[config.mk]
export PLATFORM = sky130hd
export DESIGN_NAME = mem_bus_arbiter_flat
export DESIGN_NICKNAME = d
export VERILOG_FILES = /design/src/rtl/mem_bus_arbiter_pkg.sv /design/src/rtl/mem_bus_arbiter_if.sv /design/src/rtl/mem_bus_arbiter_bus_wait_timer.sv /design/src/rtl/mem_bus_arbiter.sv /design/src/flat_wrapper.sv
export SDC_FILE = /design/constraint.sdc
export NUM_CORES = 1
export LEC_CHECK = 0
export ABC_AREA = 0
export CAP_MARGIN = 40
export CORE_MARGIN = 4
export CORE_UTILIZATION = 44
export DETAILED_ROUTE_END_ITERATION = 10
export PLACE_DENSITY_LB_ADDON = 0.12
export SLEW_MARGIN = 20
export SYNTH_ARGS = -nofsm -noshare
export SYNTH_HDL_FRONTEND = slang
export SYNTH_SLANG_ARGS = --single-unit
[constraint.sdc]
create_clock -name iCLK -period 6.1 [get_ports iCLK]
set_input_delay 0.61 -clock iCLK [delete_from_list [all_inputs] [get_ports iCLK]]
set_output_delay 0.61 -clock iCLK [all_outputs]
set_load 0.005 [all_outputs]
[src/rtl/mem_bus_arbiter_pkg.sv]
// mem_bus_arbiter_pkg: shared state encoding, grant codes and defaults for the bus arbiter
package mem_bus_arbiter_pkg;
  localparam logic [2:0] ST_IDLE     = 3'd0;
  localparam logic [2:0] ST_CPU_BUS  = 3'd1;
  localparam logic [2:0] ST_CPU_DONE = 3'd2;
  localparam logic [2:0] ST_DMA_BUS  = 3'd3;
  localparam logic [2:0] ST_DMA_DONE = 3'd4;
  localparam logic [1:0] GRANT_NONE = 2'b00;
  localparam logic [1:0] GRANT_CPU  = 2'b01;
  localparam logic [1:0] GRANT_DMA  = 2'b10;
  localparam logic [31:0] DEAD_DATA_DEFAULT = 32'hDEADBEEF;
  function automatic logic [1:0] grant_of(input logic [2:0] st);
    return (st == ST_CPU_BUS || st == ST_CPU_DONE) ? GRANT_CPU :
           (st == ST_DMA_BUS || st == ST_DMA_DONE) ? GRANT_DMA : GRANT_NONE;
  endfunction
endpackage

[src/rtl/mem_bus_arbiter_if.sv]
// mem_bus_arbiter_if: CPU, DMA and memory-bus signals around the arbiter
interface mem_bus_arbiter_if;
  logic [31:0] iCpuAddress;
  logic [31:0] iCpuWriteData;
  logic        iCpuWriteEnable;
  logic        iCpuReadEnable;
  logic [3:0]  iCpuByteEnable;
  logic [31:0] oCpuReadData;
  logic        oCpuStall;
  logic        iDmaReq;
  logic        iDmaWrite;
  logic [31:0] iDmaAddress;
  logic [31:0] iDmaWriteData;
  logic [3:0]  iDmaByteEnable;
  logic [31:0] oDmaReadData;
  logic        oDmaDone;
  logic [31:0] oAddress;
  logic [31:0] oWriteData;
  logic        oWriteEnable;
  logic        oReadEnable;
  logic [3:0]  oByteEnable;
  logic [31:0] iReadData;
  logic        iReady;
  logic        oTimeout;
  logic [1:0]  oGrant;
  modport master (
    input  iCpuAddress, iCpuWriteData, iCpuWriteEnable, iCpuReadEnable, iCpuByteEnable,
    input  iDmaReq, iDmaWrite, iDmaAddress, iDmaWriteData, iDmaByteEnable,
    input  iReadData, iReady,
    output oCpuReadData, oCpuStall, oDmaReadData, oDmaDone,
    output oAddress, oWriteData, oWriteEnable, oReadEnable, oByteEnable, oTimeout, oGrant
  );
  modport slave (
    output iCpuAddress, iCpuWriteData, iCpuWriteEnable, iCpuReadEnable, iCpuByteEnable,
    output iDmaReq, iDmaWrite, iDmaAddress, iDmaWriteData, iDmaByteEnable,
    output iReadData, iReady,
    input  oCpuReadData, oCpuStall, oDmaReadData, oDmaDone,
    input  oAddress, oWriteData, oWriteEnable, oReadEnable, oByteEnable, oTimeout, oGrant
  );
endinterface

[src/rtl/mem_bus_arbiter_bus_wait_timer.sv]
// mem_bus_arbiter_bus_wait_timer: saturating count of slave wait cycles with expiry flag
module mem_bus_arbiter_bus_wait_timer #(
  parameter int MAX_WAIT = 16
) (
  input  logic iCLK,
  input  logic iRST,
  input  logic iClear,
  input  logic iEnable,
  output logic oExpired
);
  logic [7:0] cnt_q, cnt_d;
  // clear wins over counting; the count sticks at 255 instead of wrapping
  always_comb cnt_d = iClear ? 8'd0 : (iEnable && cnt_q != 8'hFF) ? cnt_q + 8'd1 : cnt_q;
  // counter register
  always_ff @(posedge iCLK or posedge iRST)
    if (iRST) cnt_q <= 8'd0;
    else cnt_q <= cnt_d;
  assign oExpired = cnt_q == 8'(MAX_WAIT);
endmodule

[src/rtl/mem_bus_arbiter.sv]
// mem_bus_arbiter: round-robin sharing of one memory bus between CPU and DMA with wait timeout
module mem_bus_arbiter
  import mem_bus_arbiter_pkg::*;
#(
  parameter int          MAX_WAIT  = 16,
  parameter logic [31:0] DEAD_DATA = DEAD_DATA_DEFAULT
) (
  input logic               iCLK,
  input logic               iRST,
  mem_bus_arbiter_if.master bus
);
  logic [2:0]  state_q, state_d;
  logic        last_dma_q, last_dma_d;
  logic [31:0] addr_q, addr_d, wdata_q, wdata_d;
  logic [31:0] cpu_rdata_q, cpu_rdata_d, dma_rdata_q, dma_rdata_d;
  logic [3:0]  be_q, be_d;
  logic        we_q, we_d, re_q, re_d, timeout_q, timeout_d;
  logic        cpu_req, pick_cpu, in_bus, is_cpu, expired;
  logic [31:0] cap;
  assign cpu_req  = bus.iCpuReadEnable | bus.iCpuWriteEnable;
  assign pick_cpu = cpu_req & (~bus.iDmaReq | last_dma_q);
  assign in_bus   = (state_q == ST_CPU_BUS) | (state_q == ST_DMA_BUS);
  assign is_cpu   = state_q == ST_CPU_BUS;
  assign cap      = bus.iReady ? bus.iReadData : DEAD_DATA;
  mem_bus_arbiter_bus_wait_timer #(.MAX_WAIT(MAX_WAIT)) u_timer (
    .iCLK     (iCLK),
    .iRST     (iRST),
    .iClear   (~in_bus),
    .iEnable  (in_bus & ~bus.iReady),
    .oExpired (expired)
  );
  // grant selection, bus register loading, completion and abort handling
  always_comb begin
    state_d     = state_q;
    last_dma_d  = last_dma_q;
    addr_d      = addr_q;
    wdata_d     = wdata_q;
    be_d        = be_q;
    we_d        = we_q;
    re_d        = re_q;
    cpu_rdata_d = cpu_rdata_q;
    dma_rdata_d = dma_rdata_q;
    timeout_d   = 1'b0;
    case (state_q)
      ST_IDLE: begin
        we_d = 1'b0;
        re_d = 1'b0;
        if (pick_cpu) begin
          state_d = ST_CPU_BUS;
          addr_d  = bus.iCpuAddress;
          wdata_d = bus.iCpuWriteData;
          be_d    = bus.iCpuByteEnable;
          we_d    = bus.iCpuWriteEnable;
          re_d    = ~bus.iCpuWriteEnable;
        end else if (bus.iDmaReq) begin
          state_d = ST_DMA_BUS;
          addr_d  = bus.iDmaAddress;
          wdata_d = bus.iDmaWriteData;
          be_d    = bus.iDmaByteEnable;
          we_d    = bus.iDmaWrite;
          re_d    = ~bus.iDmaWrite;
        end
      end
      ST_CPU_BUS, ST_DMA_BUS: begin
        if (bus.iReady | expired) begin
          state_d   = is_cpu ? ST_CPU_DONE : ST_DMA_DONE;
          we_d      = 1'b0;
          re_d      = 1'b0;
          timeout_d = ~bus.iReady;
          if (~bus.iReady | re_q) begin
            if (is_cpu) cpu_rdata_d = cap;
            else dma_rdata_d = cap;
          end
        end
      end
      ST_CPU_DONE: begin
        state_d    = ST_IDLE;
        last_dma_d = 1'b0;
      end
      ST_DMA_DONE: begin
        state_d    = ST_IDLE;
        last_dma_d = 1'b1;
      end
      default: state_d = ST_IDLE;
    endcase
  end
  // state and bus registers; reset drops strobes immediately and favours the CPU on the first tie
  always_ff @(posedge iCLK or posedge iRST) begin
    if (iRST) begin
      state_q     <= ST_IDLE;
      last_dma_q  <= 1'b1;
      addr_q      <= '0;
      wdata_q     <= '0;
      be_q        <= '0;
      we_q        <= 1'b0;
      re_q        <= 1'b0;
      cpu_rdata_q <= '0;
      dma_rdata_q <= '0;
      timeout_q   <= 1'b0;
    end else begin
      state_q     <= state_d;
      last_dma_q  <= last_dma_d;
      addr_q      <= addr_d;
      wdata_q     <= wdata_d;
      be_q        <= be_d;
      we_q        <= we_d;
      re_q        <= re_d;
      cpu_rdata_q <= cpu_rdata_d;
      dma_rdata_q <= dma_rdata_d;
      timeout_q   <= timeout_d;
    end
  end
  assign bus.oAddress     = addr_q;
  assign bus.oWriteData   = wdata_q;
  assign bus.oByteEnable  = be_q;
  assign bus.oWriteEnable = we_q;
  assign bus.oReadEnable  = re_q;
  assign bus.oCpuReadData = cpu_rdata_q;
  assign bus.oDmaReadData = dma_rdata_q;
  assign bus.oTimeout     = timeout_q;
  assign bus.oDmaDone     = state_q == ST_DMA_DONE;
  assign bus.oCpuStall    = cpu_req & (state_q != ST_CPU_DONE);
  assign bus.oGrant       = grant_of(state_q);
endmodule

[src/flat_wrapper.sv]
// flat-port wrapper written by rule: the top's interface ports become plain ports
module mem_bus_arbiter_flat import mem_bus_arbiter_pkg::*;
#(
  parameter int          MAX_WAIT  = 16,
  parameter logic [31:0] DEAD_DATA = DEAD_DATA_DEFAULT
)
  (iCLK, iRST, bus_iCpuAddress, bus_iCpuWriteData, bus_iCpuWriteEnable, bus_iCpuReadEnable, bus_iCpuByteEnable, bus_iDmaReq, bus_iDmaWrite, bus_iDmaAddress, bus_iDmaWriteData, bus_iDmaByteEnable, bus_iReadData, bus_iReady, bus_oCpuReadData, bus_oCpuStall, bus_oDmaReadData, bus_oDmaDone, bus_oAddress, bus_oWriteData, bus_oWriteEnable, bus_oReadEnable, bus_oByteEnable, bus_oTimeout, bus_oGrant);
  mem_bus_arbiter_if bus_i ();
  input logic iCLK;
  input logic iRST;
  input wire logic [$bits(bus_i.iCpuAddress)-1:0] bus_iCpuAddress;
  input wire logic [$bits(bus_i.iCpuWriteData)-1:0] bus_iCpuWriteData;
  input wire logic [$bits(bus_i.iCpuWriteEnable)-1:0] bus_iCpuWriteEnable;
  input wire logic [$bits(bus_i.iCpuReadEnable)-1:0] bus_iCpuReadEnable;
  input wire logic [$bits(bus_i.iCpuByteEnable)-1:0] bus_iCpuByteEnable;
  input wire logic [$bits(bus_i.iDmaReq)-1:0] bus_iDmaReq;
  input wire logic [$bits(bus_i.iDmaWrite)-1:0] bus_iDmaWrite;
  input wire logic [$bits(bus_i.iDmaAddress)-1:0] bus_iDmaAddress;
  input wire logic [$bits(bus_i.iDmaWriteData)-1:0] bus_iDmaWriteData;
  input wire logic [$bits(bus_i.iDmaByteEnable)-1:0] bus_iDmaByteEnable;
  input wire logic [$bits(bus_i.iReadData)-1:0] bus_iReadData;
  input wire logic [$bits(bus_i.iReady)-1:0] bus_iReady;
  output wire logic [$bits(bus_i.oCpuReadData)-1:0] bus_oCpuReadData;
  output wire logic [$bits(bus_i.oCpuStall)-1:0] bus_oCpuStall;
  output wire logic [$bits(bus_i.oDmaReadData)-1:0] bus_oDmaReadData;
  output wire logic [$bits(bus_i.oDmaDone)-1:0] bus_oDmaDone;
  output wire logic [$bits(bus_i.oAddress)-1:0] bus_oAddress;
  output wire logic [$bits(bus_i.oWriteData)-1:0] bus_oWriteData;
  output wire logic [$bits(bus_i.oWriteEnable)-1:0] bus_oWriteEnable;
  output wire logic [$bits(bus_i.oReadEnable)-1:0] bus_oReadEnable;
  output wire logic [$bits(bus_i.oByteEnable)-1:0] bus_oByteEnable;
  output wire logic [$bits(bus_i.oTimeout)-1:0] bus_oTimeout;
  output wire logic [$bits(bus_i.oGrant)-1:0] bus_oGrant;
  assign bus_i.iCpuAddress = bus_iCpuAddress;
  assign bus_i.iCpuWriteData = bus_iCpuWriteData;
  assign bus_i.iCpuWriteEnable = bus_iCpuWriteEnable;
  assign bus_i.iCpuReadEnable = bus_iCpuReadEnable;
  assign bus_i.iCpuByteEnable = bus_iCpuByteEnable;
  assign bus_i.iDmaReq = bus_iDmaReq;
  assign bus_i.iDmaWrite = bus_iDmaWrite;
  assign bus_i.iDmaAddress = bus_iDmaAddress;
  assign bus_i.iDmaWriteData = bus_iDmaWriteData;
  assign bus_i.iDmaByteEnable = bus_iDmaByteEnable;
  assign bus_i.iReadData = bus_iReadData;
  assign bus_i.iReady = bus_iReady;
  assign bus_oCpuReadData = bus_i.oCpuReadData;
  assign bus_oCpuStall = bus_i.oCpuStall;
  assign bus_oDmaReadData = bus_i.oDmaReadData;
  assign bus_oDmaDone = bus_i.oDmaDone;
  assign bus_oAddress = bus_i.oAddress;
  assign bus_oWriteData = bus_i.oWriteData;
  assign bus_oWriteEnable = bus_i.oWriteEnable;
  assign bus_oReadEnable = bus_i.oReadEnable;
  assign bus_oByteEnable = bus_i.oByteEnable;
  assign bus_oTimeout = bus_i.oTimeout;
  assign bus_oGrant = bus_i.oGrant;
  mem_bus_arbiter #(.MAX_WAIT(MAX_WAIT), .DEAD_DATA(DEAD_DATA)) u_core (.iCLK(iCLK), .iRST(iRST), .bus(bus_i));
endmodule
* After elaboration in Yosys (flattened, before gate mapping)
Cells that the tools add are included.
** Storage, ports and cells
- Bits in writable memories :: 0
- Output and inout bits :: 139
- Bits in registers :: 147
- Bits in read-only memories :: 0
- Latch bits :: 0
- Logic and storage cells :: 74
- Memories :: 0
** Operators by class
- Multiplexer cells :: 26
- Reductions and logical operators :: 13
- Divide/modulo/power cells :: 0
- Equality and inequality tests :: 10
- Shift-type cells :: 0
- Add/subtract/negate cells :: 1
- $lt $le $gt $ge :: 0
- Bitwise gates (word level) :: 13
- Multiply operators :: 0
** Operators by type and width (count)
- two-way mux 32 bit :: 5
- two-way mux 8 bit :: 2
- two-way mux 3 bit :: 4
- adder 8 x 1 -> 8 bit (second input constant) :: 1
- == test 8 x 5 -> 1 bit (second input constant) :: 1
- two-way mux 4 bit :: 2
- != test 8 bit (second input constant) :: 1
- AND reduction 4 bit :: 2
- two-way mux 1 bit :: 7
- == test 3 x 2 -> 1 bit (second input constant) :: 2
- != test 3 x 2 -> 1 bit (second input constant) :: 2
- case mux 1 bit (2 select lines) :: 3
- case mux 3 bit (2 select lines) :: 1
- AND reduction 2 bit :: 3
- nonzero test 2 bit :: 3
- inverter 1 bit :: 5
- OR 1 bit :: 5
- two-way mux 2 bit :: 2
- bitwise AND 1 bit :: 3
- == test 3 x 1 -> 1 bit (second input constant) :: 1
- == test 3 bit (second input constant) :: 1
- zero test 3 bit :: 1
- logical OR 1 bit :: 2
- != test 2 x 1 -> 1 bit (second input constant) :: 1
- other kinds (3) :: 3

* Depth between registers and ports, before layout
- Depth in word-level cells :: 6
- Gate-level depth with buffers :: 7

* Hierarchy
A second synthesis with hierarchy kept.
** Unflattened totals
- Cell total of the unflattened synthesis :: 651
- Area total of the unflattened synthesis :: 6603.8 µm²
** By module, submodules not included
- mem_bus_arbiter :: sequential area each 3479.6 µm², area an instance 6103.4 µm², cells each 596, times used 1
- mem_bus_arbiter_bus_wait_timer :: sequential area each 200.2 µm², area an instance 500.5 µm², cells each 55, times used 1

* Worst setup path after synthesis
OpenSTA, ideal clock, no wires.
- Kind :: register to output
- Start point :: register u_core.state_q[2]
- End point :: output port bus_oGrant[1]
- Required time :: 5.490 ns
- Data arrival time :: 1.320 ns
- Buffers on the path :: 3
- Cell stages (with the launch flop) :: 6
- Setup slack :: 4.170 ns
- Path through :: dfrtp_1 > clkbuf_1 > and3b_1 > buf_2 > buf_4 > or2_1
** On the way
- Word-level cells in the longest chain between the ends :: 4
- Elaborated cells between the ends (all ways) :: 8
- Classes of those cells :: eq/ne (4); mux (2); reduce/logical (2)
** Ends and longest elaborated chain
- start, declared :: RTL line mem_bus_arbiter.sv:12 : logic [2:0] state_q, state_d;
- start signal, assigned :: RTL line mem_bus_arbiter.sv:101 : state_q <= state_d;
- == test 3 x 2 -> 1 bit / == test 3 bit (equally long branches) :: RTL line mem_bus_arbiter_pkg.sv:14 : (st == ST_DMA_BUS || st == ST_DMA_DONE) ? GRANT_DMA : GRANT_NONE;
- logical OR 1 bit :: RTL line mem_bus_arbiter_pkg.sv:14
- two-way mux 2 bit :: RTL line mem_bus_arbiter_pkg.sv:14
- two-way mux 2 bit (*) :: RTL line mem_bus_arbiter_pkg.sv:13 : return (st == ST_CPU_BUS || st == ST_CPU_DONE) ? GRANT_CPU :
- end, declared :: RTL line flat_wrapper.sv:33 : output wire logic [$bits(bus_i.oGrant)-1:0] bus_oGrant;
Every way passes the cells marked *; elsewhere a longest branch is shown, timed or not.

* Worst setup path in the final report
- Start point :: register u_core.state_q[1]
- End point :: output port bus_oGrant[1]
Same word-level chain as after synthesis.

==> impl_metrics.ini <==
[status]
outcome = completed

[critical_path]
critPathBufInv = 2
rr_worst_depth = 5
cp.arrival_ps = 2460
path_depth = 4
cpPeakStageDelay_ps = 620
crit_type = flop to output port
crit_slowest_cell = dfrtp_1
crit_path_cell_trace = and3b_2, buf_4, or2_1, clkdlybuf4s50_1
cp-end-kind = output port
crit_family = buffers and inverters
cp-start-kind = flop
cp_data_required_time_ps = 5490
critPathMaxFanout = 33

[synthesis]
syn_area_per_cell_um2 = 9.180
synth_most_common_cell = dfrtp_1
synth_ff_type = dfrtp_1
yosys.area.top_type_share_pct = 48.42
netlist_area_mm2 = 0.007546
synthCells = 822
yosysSeqAreaShare_pct = 48.76
synth_edf_count = 0
synthDistinctLibCells = 47
synth_nets = 999
synthTopCellsByCount = dfrtp_1, a21oi_1, o21ai_0, a31oi_1, nand3_1
yosys_warnings = 0
synth_area_leaders = dfrtp_1, mux2i_1, a21oi_1, a31oi_1, o21ai_0
async_flop_share_pct = 100.0
yosys.area.top_type = dfrtp_1
synth-seq-cells = 147

[cts]
clock_latency_ps = 430
htree_levels = 4
cts_buffers = 17
postCtsHoldBufs = 0
cts_tree = built
clk_path_buf_depth = 2
clk_pin_slew_ps = 60
cts_resized = 0
post_cts_buffers = 0
cts_num_sinks = 147
root_buffer = clkbuf_16

[floorplan]
die_area_mm2 = 0.01931
coreArea_mm2 = 0.01670
io_pins = 314
die_y_um = 139.0
fp.dieW_um = 139.0
rows = 47
start_util_pct = 45.18

[routing]
wl_per_cell_um = 19.42
final_antenna_net_count = 0
num_vias = 7502
finalWirelength_um = 25540
drc_errors = 0
drtPass1Iterations = 5
viasPerCell = 5.705
drtIter0Drc = 536

[run]
maxCapViolCount = 0

[sta]
layout_min_cycle_time_ps = 3068
drv_slew = 0
worst_pin_slew_ps = 814.9
hold_viol_final = 0
fin_crit_sh_pct = 50.29
rsz0062_at_grt = no
fin_tns_setup_ps = 0
setup_violations = 0
slew_headroom_pct = 45.67
fin_skew_ps = 16.02
clock.fmax_ghz = 0.3260

[finish]
nets = 1259
fin_cells = 1315
fillers = 1399
drive_above_1_share_pct = 5.205
antenna_cells = 0
fin_util_pct = 67.91
area_delta_synth_final_pct = 50.31

[worst_hold_path]
hp-class = flop to flop
hold_depth = 2

[global_routing]
grt_max_degree = 72
antenna_found_initial = 0
grt_usage_pct = 25.30
grt_pass1_vias = 7391
grt_pass1_wl_um = 39690
gr-total-overflow = 0

[power_and_ir_drop]
peakVddDrop_mv = 0.2745
power.leakage_nw = 4.470
power_density_mw_per_mm2 = 421.0

[place]
port_buffers = 313
gp_congestion = 0.8004
dpl.hpwl_um = 16720
placed_cells = 1283
worst reg2reg max path, delay by kind of cell (launching register included):
family	cells	cell delay (ps)
and+or+nand+nor	2	510
AOI/OAI and AO/OA	1	220
DFF	1	540
buffers and inverters	2	1210
final timing paths:
check	startpoint	endpoint	slack, ps
max	u_core.state_q[1]	bus_oGrant[1]	3030
min	u_core.bus.oCpuReadData[17]	u_core.bus.oCpuReadData[17]	530
max reg2reg	u_core.state_q[1]	u_core.bus.oWriteData[2]	3470
min reg2reg	u_core.bus.oCpuReadData[17]	u_core.bus.oCpuReadData[17]	530
max in group asynchronous	iRST	u_core.bus.oCpuReadData[5]	4510
min in group asynchronous	iRST	u_core.bus.oWriteEnable	550
report_power, final:
group	internal [mW]	total, mW	switching, mW
combinational	1.12	2.16	1.04
clock	0.674	1.09	0.412
sequential	1.30	1.53	0.227
total	3.10	4.78	1.68
metrics by stage:
stage               hold WS [ps]  area, um2  setup slack [ps]  total power [mW]
floorplan                  511.8       7546              1540             2.677
global placement           508.5      10710              2889             3.674
detailed placement         525.4      10740              2834             3.707
CTS                        539.1      11340              3030             4.801
global route               560.7      11340              2923             5.065
finish                     533.5      11340              3032             4.776
cell usage in the layout, fill, tap and decap left out, types with 2 or more instances in the layout:
master	n
clkdlybuf4s50_1	313
dfrtp_1	146
a21oi_1	123
o21ai_0	72
a31oi_1	71
nand3_1	69
mux2i_1	66
nor2_1	51
nand3b_1	25
nand2_1	24
clkbuf_16	17
o21ai_1	14
buf_4	14
and3_1	10
inv_1	8
nor3b_1	4
nor2b_1	3
nand2b_1	3
o41ai_1	3
a211oi_1	3
bufinv_16	3
clkinv_2	3
clkbuf_8	3
clkbuf_1	3
clkinvlp_4	3
or2_2	2
and2_1	2
and3b_1	2
nor3_1	2
a211o_1	2
a221o_1	2
ha_1	2
sequential cells by signal, summed over array words and instances, names as in the netlist:
register,count
u_core.bus.oAddress,32
u_core.bus.oCpuReadData,32
u_core.bus.oDmaReadData,32
u_core.bus.oWriteData,32
u_core.u_timer.cnt_q,8
u_core.bus.oByteEnable,4
u_core.state_q,3
u_core.bus.oReadEnable,1
u_core.bus.oTimeout,1
u_core.bus.oWriteEnable,1
u_core.last_dma_q,1
routing by layer:
layer / up-vias / routed length [um] / global-route usage (%)
li1: 3521 / - / -
met4: 0 / 546 / 7.724
met2: 309 / 12780 / 43.59
met5: - / 0 / 0
met3: 30 / 2190 / 8.310
met1: 3642 / 10030 / 30.17
layout make-up:
| cell class | instances | area, um2 | share of cell area (%) |
|---|---|---|---|
| Timing Repair Buffer | 328 | 3266 | 28.79 |
| Sequential cell | 147 | 3680 | 32.44 |
| Multi-Input combinational cell | 579 | 3477 | 30.66 |
| Clock buffer | 23 | 478.0 | 4.214 |
| Tap cell | 220 | 275.3 | 2.427 |
| Clock inverter | 9 | 127.6 | 1.125 |
| Inverter | 9 | 38.79 | 0.3420 |
cells by family (layout without fill, tap and decap cells):
family,after synthesis,in the layout,synth area share (%)
flip-flops,147,147,48.76
AO/OA/AOI/OAI,297,297,21.62
AND/OR/NAND/NOR,214,214,14.96
buffers and inverters,96,369,5.571
adder cells (fa/ha/maj),2,2,0.3316
multiplexers,66,66,8.755
No activity file was read; power rests on OpenSTA's default activity.
